$ cat src/rtl/addsub_arbiter_pkg.sv
// Shared constants and types for the two-requester add/sub arbiter.
package addsub_arbiter_pkg;

  localparam logic OP_ADD = 1'b0;
  localparam logic OP_SUB = 1'b1;

  localparam logic REQ0 = 1'b0;
  localparam logic REQ1 = 1'b1;

  localparam int DEFAULT_LATENCY = 3;

  typedef struct packed {
    logic vld;
    logic id;
  } tag_t;

endpackage

$ cat src/rtl/addsub_tag_pipe.sv
// Tracks in-flight operations by requester ID alongside the shared unit's
// pipeline and counts how many results are still outstanding.
module addsub_tag_pipe
  import addsub_arbiter_pkg::*;
#(
  parameter int Latency = DEFAULT_LATENCY,
  parameter int CntW    = 4
) (
  input  logic            clk,
  input  logic            rst,
  input  logic            issue,
  input  logic            issue_id,
  output logic            resp0_valid,
  output logic            resp1_valid,
  output logic [CntW-1:0] in_flight
);

  tag_t            tag_q [Latency];
  tag_t            tag_d [Latency];
  logic [CntW-1:0] in_flight_q;
  logic [CntW-1:0] in_flight_d;
  logic            resp_vld_s;
  logic            resp_id_s;

  always_comb begin
    tag_d[0].vld = issue;
    tag_d[0].id  = issue_id;
    for (int i = 1; i < Latency; i++) begin
      tag_d[i] = tag_q[i-1];
    end
  end

  assign resp_vld_s = tag_q[Latency-1].vld;
  assign resp_id_s  = tag_q[Latency-1].id;

  // An issue and a response in the same cycle cancel out.
  always_comb begin
    in_flight_d = in_flight_q;
    case ({issue, resp_vld_s})
      2'b10:   in_flight_d = in_flight_q + CntW'(1);
      2'b01:   in_flight_d = in_flight_q - CntW'(1);
      default: in_flight_d = in_flight_q;
    endcase
  end

  always_ff @(posedge clk or posedge rst) begin
    if (rst) begin
      for (int i = 0; i < Latency; i++) begin
        tag_q[i] <= '0;
      end
      in_flight_q <= '0;
    end else begin
      for (int i = 0; i < Latency; i++) begin
        tag_q[i] <= tag_d[i];
      end
      in_flight_q <= in_flight_d;
    end
  end

  assign resp0_valid = resp_vld_s & (resp_id_s == REQ0);
  assign resp1_valid = resp_vld_s & (resp_id_s == REQ1);
  assign in_flight   = in_flight_q;

endmodule

$ cat src/rtl/addsub_arbiter.sv
// Round-robin sharing of one pipelined add/sub unit between two requesters,
// with results routed back to the issuing requester.
module addsub_arbiter
  import addsub_arbiter_pkg::*;
#(
  parameter int DataSize = 32,
  parameter int Latency  = DEFAULT_LATENCY,
  parameter int CntW     = 4
) (
  input  logic                Clk,
  input  logic                Reset,
  input  logic                Req0Valid,
  input  logic [DataSize-1:0] Req0A,
  input  logic [DataSize-1:0] Req0B,
  input  logic                Req0Op,
  output logic                Req0Ready,
  input  logic                Req1Valid,
  input  logic [DataSize-1:0] Req1A,
  input  logic [DataSize-1:0] Req1B,
  input  logic                Req1Op,
  output logic                Req1Ready,
  output logic                UnitValid,
  output logic [DataSize-1:0] UnitA,
  output logic [DataSize-1:0] UnitB,
  output logic                UnitOp,
  output logic                Sel,
  input  logic [DataSize-1:0] UnitResult,
  output logic                Resp0Valid,
  output logic                Resp1Valid,
  output logic [DataSize-1:0] RespData,
  output logic [CntW-1:0]     InFlight
);

  logic prio_q;
  logic prio_d;
  logic sel_q;
  logic sel_d;
  logic grant_s;
  logic issue_s;

  // With no requester valid the grant falls back to the last winner so Sel
  // does not toggle on idle cycles.
  always_comb begin
    issue_s = (Req0Valid | Req1Valid) & ~Reset;
    grant_s = sel_q;
    if (Req0Valid && Req1Valid) begin
      grant_s = prio_q;
    end else if (Req0Valid) begin
      grant_s = REQ0;
    end else if (Req1Valid) begin
      grant_s = REQ1;
    end else begin
      grant_s = sel_q;
    end

    prio_d = prio_q;
    sel_d  = sel_q;
    if (issue_s) begin
      prio_d = ~grant_s;
      sel_d  = grant_s;
    end else begin
      prio_d = prio_q;
      sel_d  = sel_q;
    end
  end

  always_ff @(posedge Clk or posedge Reset) begin
    if (Reset) begin
      prio_q <= REQ0;
      sel_q  <= REQ0;
    end else begin
      prio_q <= prio_d;
      sel_q  <= sel_d;
    end
  end

  assign Sel       = grant_s;
  assign UnitValid = issue_s;
  assign Req0Ready = issue_s & (grant_s == REQ0);
  assign Req1Ready = issue_s & (grant_s == REQ1);
  assign UnitA     = (grant_s == REQ1) ? Req1A  : Req0A;
  assign UnitB     = (grant_s == REQ1) ? Req1B  : Req0B;
  assign UnitOp    = (grant_s == REQ1) ? Req1Op : Req0Op;
  assign RespData  = UnitResult;

  addsub_tag_pipe #(
    .Latency (Latency),
    .CntW    (CntW)
  ) u_tag_pipe (
    .clk         (Clk),
    .rst         (Reset),
    .issue       (issue_s),
    .issue_id    (grant_s),
    .resp0_valid (Resp0Valid),
    .resp1_valid (Resp1Valid),
    .in_flight   (InFlight)
  );

endmodule
$ cat config.mk
export PLATFORM = sky130hd
export DESIGN_NAME = addsub_arbiter
export DESIGN_NICKNAME = d
export VERILOG_FILES = /design/src/rtl/addsub_arbiter_pkg.sv /design/src/rtl/addsub_tag_pipe.sv /design/src/rtl/addsub_arbiter.sv
export SDC_FILE = /design/constraint.sdc
export NUM_CORES = 1
export LEC_CHECK = 0
export CORE_AREA = 2 2 106 108
export DETAILED_ROUTE_END_ITERATION = 6
export DIE_AREA = 0 0 108 110
export GPL_ROUTABILITY_DRIVEN = 1
export MAX_ROUTING_LAYER = met4
export SYNTH_ARGS = -nofsm -noshare
export SYNTH_HDL_FRONTEND = slang
export SYNTH_SLANG_ARGS = --single-unit
$ cat constraint.sdc
create_clock -name Clk -period 2.52 [get_ports Clk]
set_clock_uncertainty 0.15 [all_clocks]
set_input_delay 0.63 -clock Clk [delete_from_list [all_inputs] [get_ports Clk]]
set_output_delay 0.63 -clock Clk [all_outputs]
set_load 0.01 [all_outputs]
==> metrics.md <==
| Metric | Value |
|---|---|
| Vias post-DR | `1,979` |
| Clock Path Buffers | `2` |
| Starting Density | `0.145` |
| Most frequent cells in the layout | `137 x clkdlybuf4s50_1, 84 x buf_6, 61 x mux2_4, 12 x buf_4, 12 x dfrtp_1` |
| Run status | `finished with violations` |
| Pwr/cell area | `436 nW/um^2` |
| Critical Path Source Type | `input pin` |
| CP Capture Type | `output port` |
| Die H | `110 um` |
| Final period util | `1.05` |
| P&R area growth vs syn | `195%` |
| Failing checks | `setup timing` |
| CP max FO | `7` |
| Die W | `108 um` |
| Crit path DAT | `1.87 ns` |
| Hold depth | `0` |
| Final wirelength | `7920 um` |
| Via count of the first global-routing pass | `2,126` |
| Combinational group share of total power | `0.748` |
| Share of cells above drive strength 1 | `0.523` |
| Core area | `10,700 um^2` |
| Hold WC Path Type | `register to register` |
| RSZ-0062 raised after global routing | `true` |
| TritonRoute pass-1 iters | `2` |
| Reg2Reg Depth | `9` |
| H-tree Lvls | `1` |
| Relative slew slack | `0.716` |
| Reg-to-Reg End | `sel_q` |
| Power Internal | `1.39 mW` |
| Share of the synthesized area in the top cell type | `0.481` |
| CP Data Required Time | `1.74 ns` |
| Synth area leaders | `mux2_2 48%, dfrtp_1 19%, buf_4 16%, ha_1 2.4%, xor2_1 2.3%` |
| Post-Syn Nets | `316` |
| R2R setup slack | `0.71 ns` |
| Post-layout util | `0.426` |
| Root Buffer | `clkbuf_8` |
| CTS Sinks | `12` |
| Tmin final | `2.65 ns` |
| Min Hold Slack | `0.193 ns` |
| I/O Buffers | `208` |
| # diodes | `0` |
| Maximum capacitance violations | `0` |
| Mapped cell area | `1550 um^2` |
| Place WS | `-0.888 ns` |
| Post-synth top area cell | `mux2_2` |
| Worst-path clk slew | `0.05 ns` |
| DRC | `0` |
| Seq cells post-synth | `12` |
| Placed Cells | `468` |
| Fin cells | `507` |
| Initial antenna violation count | `0` |
| Ys Warns | `0` |
| Clk_lat worst skew | `0.24 ns` |
| CTS tree | `done` |
| F_max | `377 MHz` |
| Cell count after synthesis | `147` |
| Total grt overflow | `0` |
| GR Util All Layers | `0.123` |
| Mapped Avg Cell Area | `10.5 um^2` |
| Final Wtd Congestion | `0.710` |
| Row cnt | `38` |
| Number of distinct library cells after synthesis | `20` |
| Detail Route Antenna Nets | `0` |
| Worst slew pin tran | `0.425 ns` |
| Setup CP Type | `input pin to output port` |
| Hold Path End | `u_tag_pipe.resp_id_s` |
| Drt initial violations | `27` |
| Largest vdd supply drop | `0.178 mV` |
| Largest net degree at the start of global routing | `13` |
| Tot Pwr | `1.99 mW` |
| CTS buffer count | `3` |
| Count of nets after finishing | `537` |
| DIE AREA | `11,900 um^2` |
| Final Hold Fails | `0` |
| Avg WL per Cell | `15.6 um` |
| Commonest non-fill, non-tap cell in the layout | `clkdlybuf4s50_1` |
| Clock network fraction of design power | `0.104` |
| Hold path startpoint | `u_tag_pipe.tag_d[0]` |
| Leakage | `2.12 nW` |
| CTS Hold Buffers Added | `0` |
| Slew Limit Fails | `0` |
| Via-per-instance ratio | `3.90` |
| Switch share | `0.300` |
| Setup ws final | `-0.132 ns` |
| First-pass GRT wire length | `10,900 um` |
| Seq/Total Area, Yosys | `0.194` |
| IO Pins | `273` |
| Sequential fraction of design power | `0.148` |
| Reg2reg start | `prio_q` |
| Final HPWL DP | `5490 um` |
| Setup-failing EPs final | `60` |
| Switch Pwr | `0.597 mW` |
-- Yosys cell counts, drive strengths merged --
cell type and number:
ha 3, and2 2, a21oi 3, xor2 4, or3 1, o32ai 1, dfrtp 12, a21o 2
o21bai 1, nand2b 1, mux2 66, a31oi 1, nor2 2, buf 39, xnor2 1, nor2b 5
inv 3
-- metrics by stage --
stage / instance area, um^2 / TNS [ns]
after global routing: 4560 / -7.60
final: 4560 / -3.44
after global placement: 3640 / -55.61
after detailed placement: 3640 / -56.81
after floorplan: 1550 / 0
after CTS: 4550 / -5.96
-- per-layer routing --
metal  vias up  wire length [um]  GRT usage
li1        926                 -          -
met1       891              3080      0.150
met2       153              4030      0.217
met3         9               746     0.0188
met4         0                66     0.0238
met5         -                 0          -
-- power by group through the flow --
stage               Combinational (mW)  Clock (mW)  Sequential [mW]
floorplan                        0.470           0            0.302
detailed placement                1.05           0            0.296
global placement                  1.04           0            0.296
CTS                               1.51       0.211            0.296
finish                            1.49       0.207            0.294
global route                      1.57       0.226            0.304
-- worst max path at each step --
stage	end	depth (start not counted)	slack, ns	startpoint
after floorplan	UnitB[13]	5	0.18	Req0Valid
after global placement	UnitOp	6	-0.87	Req0Valid
after detailed placement	UnitOp	6	-0.89	Req0Valid
after CTS	UnitA[19]	9	-0.21	Req0Valid
after global routing	UnitB[2]	8	-0.20	prio_q
final	UnitB[2]	9	-0.13	Req0Valid
-- area by class of cell --
cell class | count | area, um^2
timing repair buffer | 255 | 2810
multi-input combinational | 93 | 1210
clock buffer | 4 | 55.1
sequential | 12 | 300
fill | 999 | 6140
inverter | 3 | 11.3
tap | 140 | 175
-- registers in the layout, summed over array words and instances (netlist names) --
register               flops
prio_q                     1
sel_q                      1
u_tag_pipe.in_flight       4
u_tag_pipe.resp_id_s       1
u_tag_pipe.resp_vld_s      1
u_tag_pipe.tag_d           4
-- kinds of logic (layout without fill, tap and decap cells) --
kind of cell / count (synthesis) / after routing / synth area share
xor gates and xnor gates: 5 / 5 / 0.0283
DFF: 12 / 12 / 0.194
adders and majority gates: 3 / 3 / 0.0243
buffers and inverters: 42 / 262 / 0.195
muxes: 66 / 66 / 0.481
and+or+nand+nor: 11 / 11 / 0.0413
AOI/OAI and AO/OA: 8 / 8 / 0.0364
-- timing repair --
| item | CTS | global route |
|---|---|---|
| pin swaps | 2 | 1 |
| cloned | 10 | 0 |
| buffers inserted | 30 | 3 |
| resized for setup | 424 | 32 |
| setup endpoints to repair | 71 | 69 |
-- worst max-delay path, stage by stage --
cell	delay, ns
buf_8	0.09
nand2b_4	0.06
a21oi_4	0.19
buf_12	0.14
buf_8	0.10
buf_12	0.12
buf_6	0.11
mux2_4	0.30
buf_6	0.12
Power figures use the tool's default switching activity.
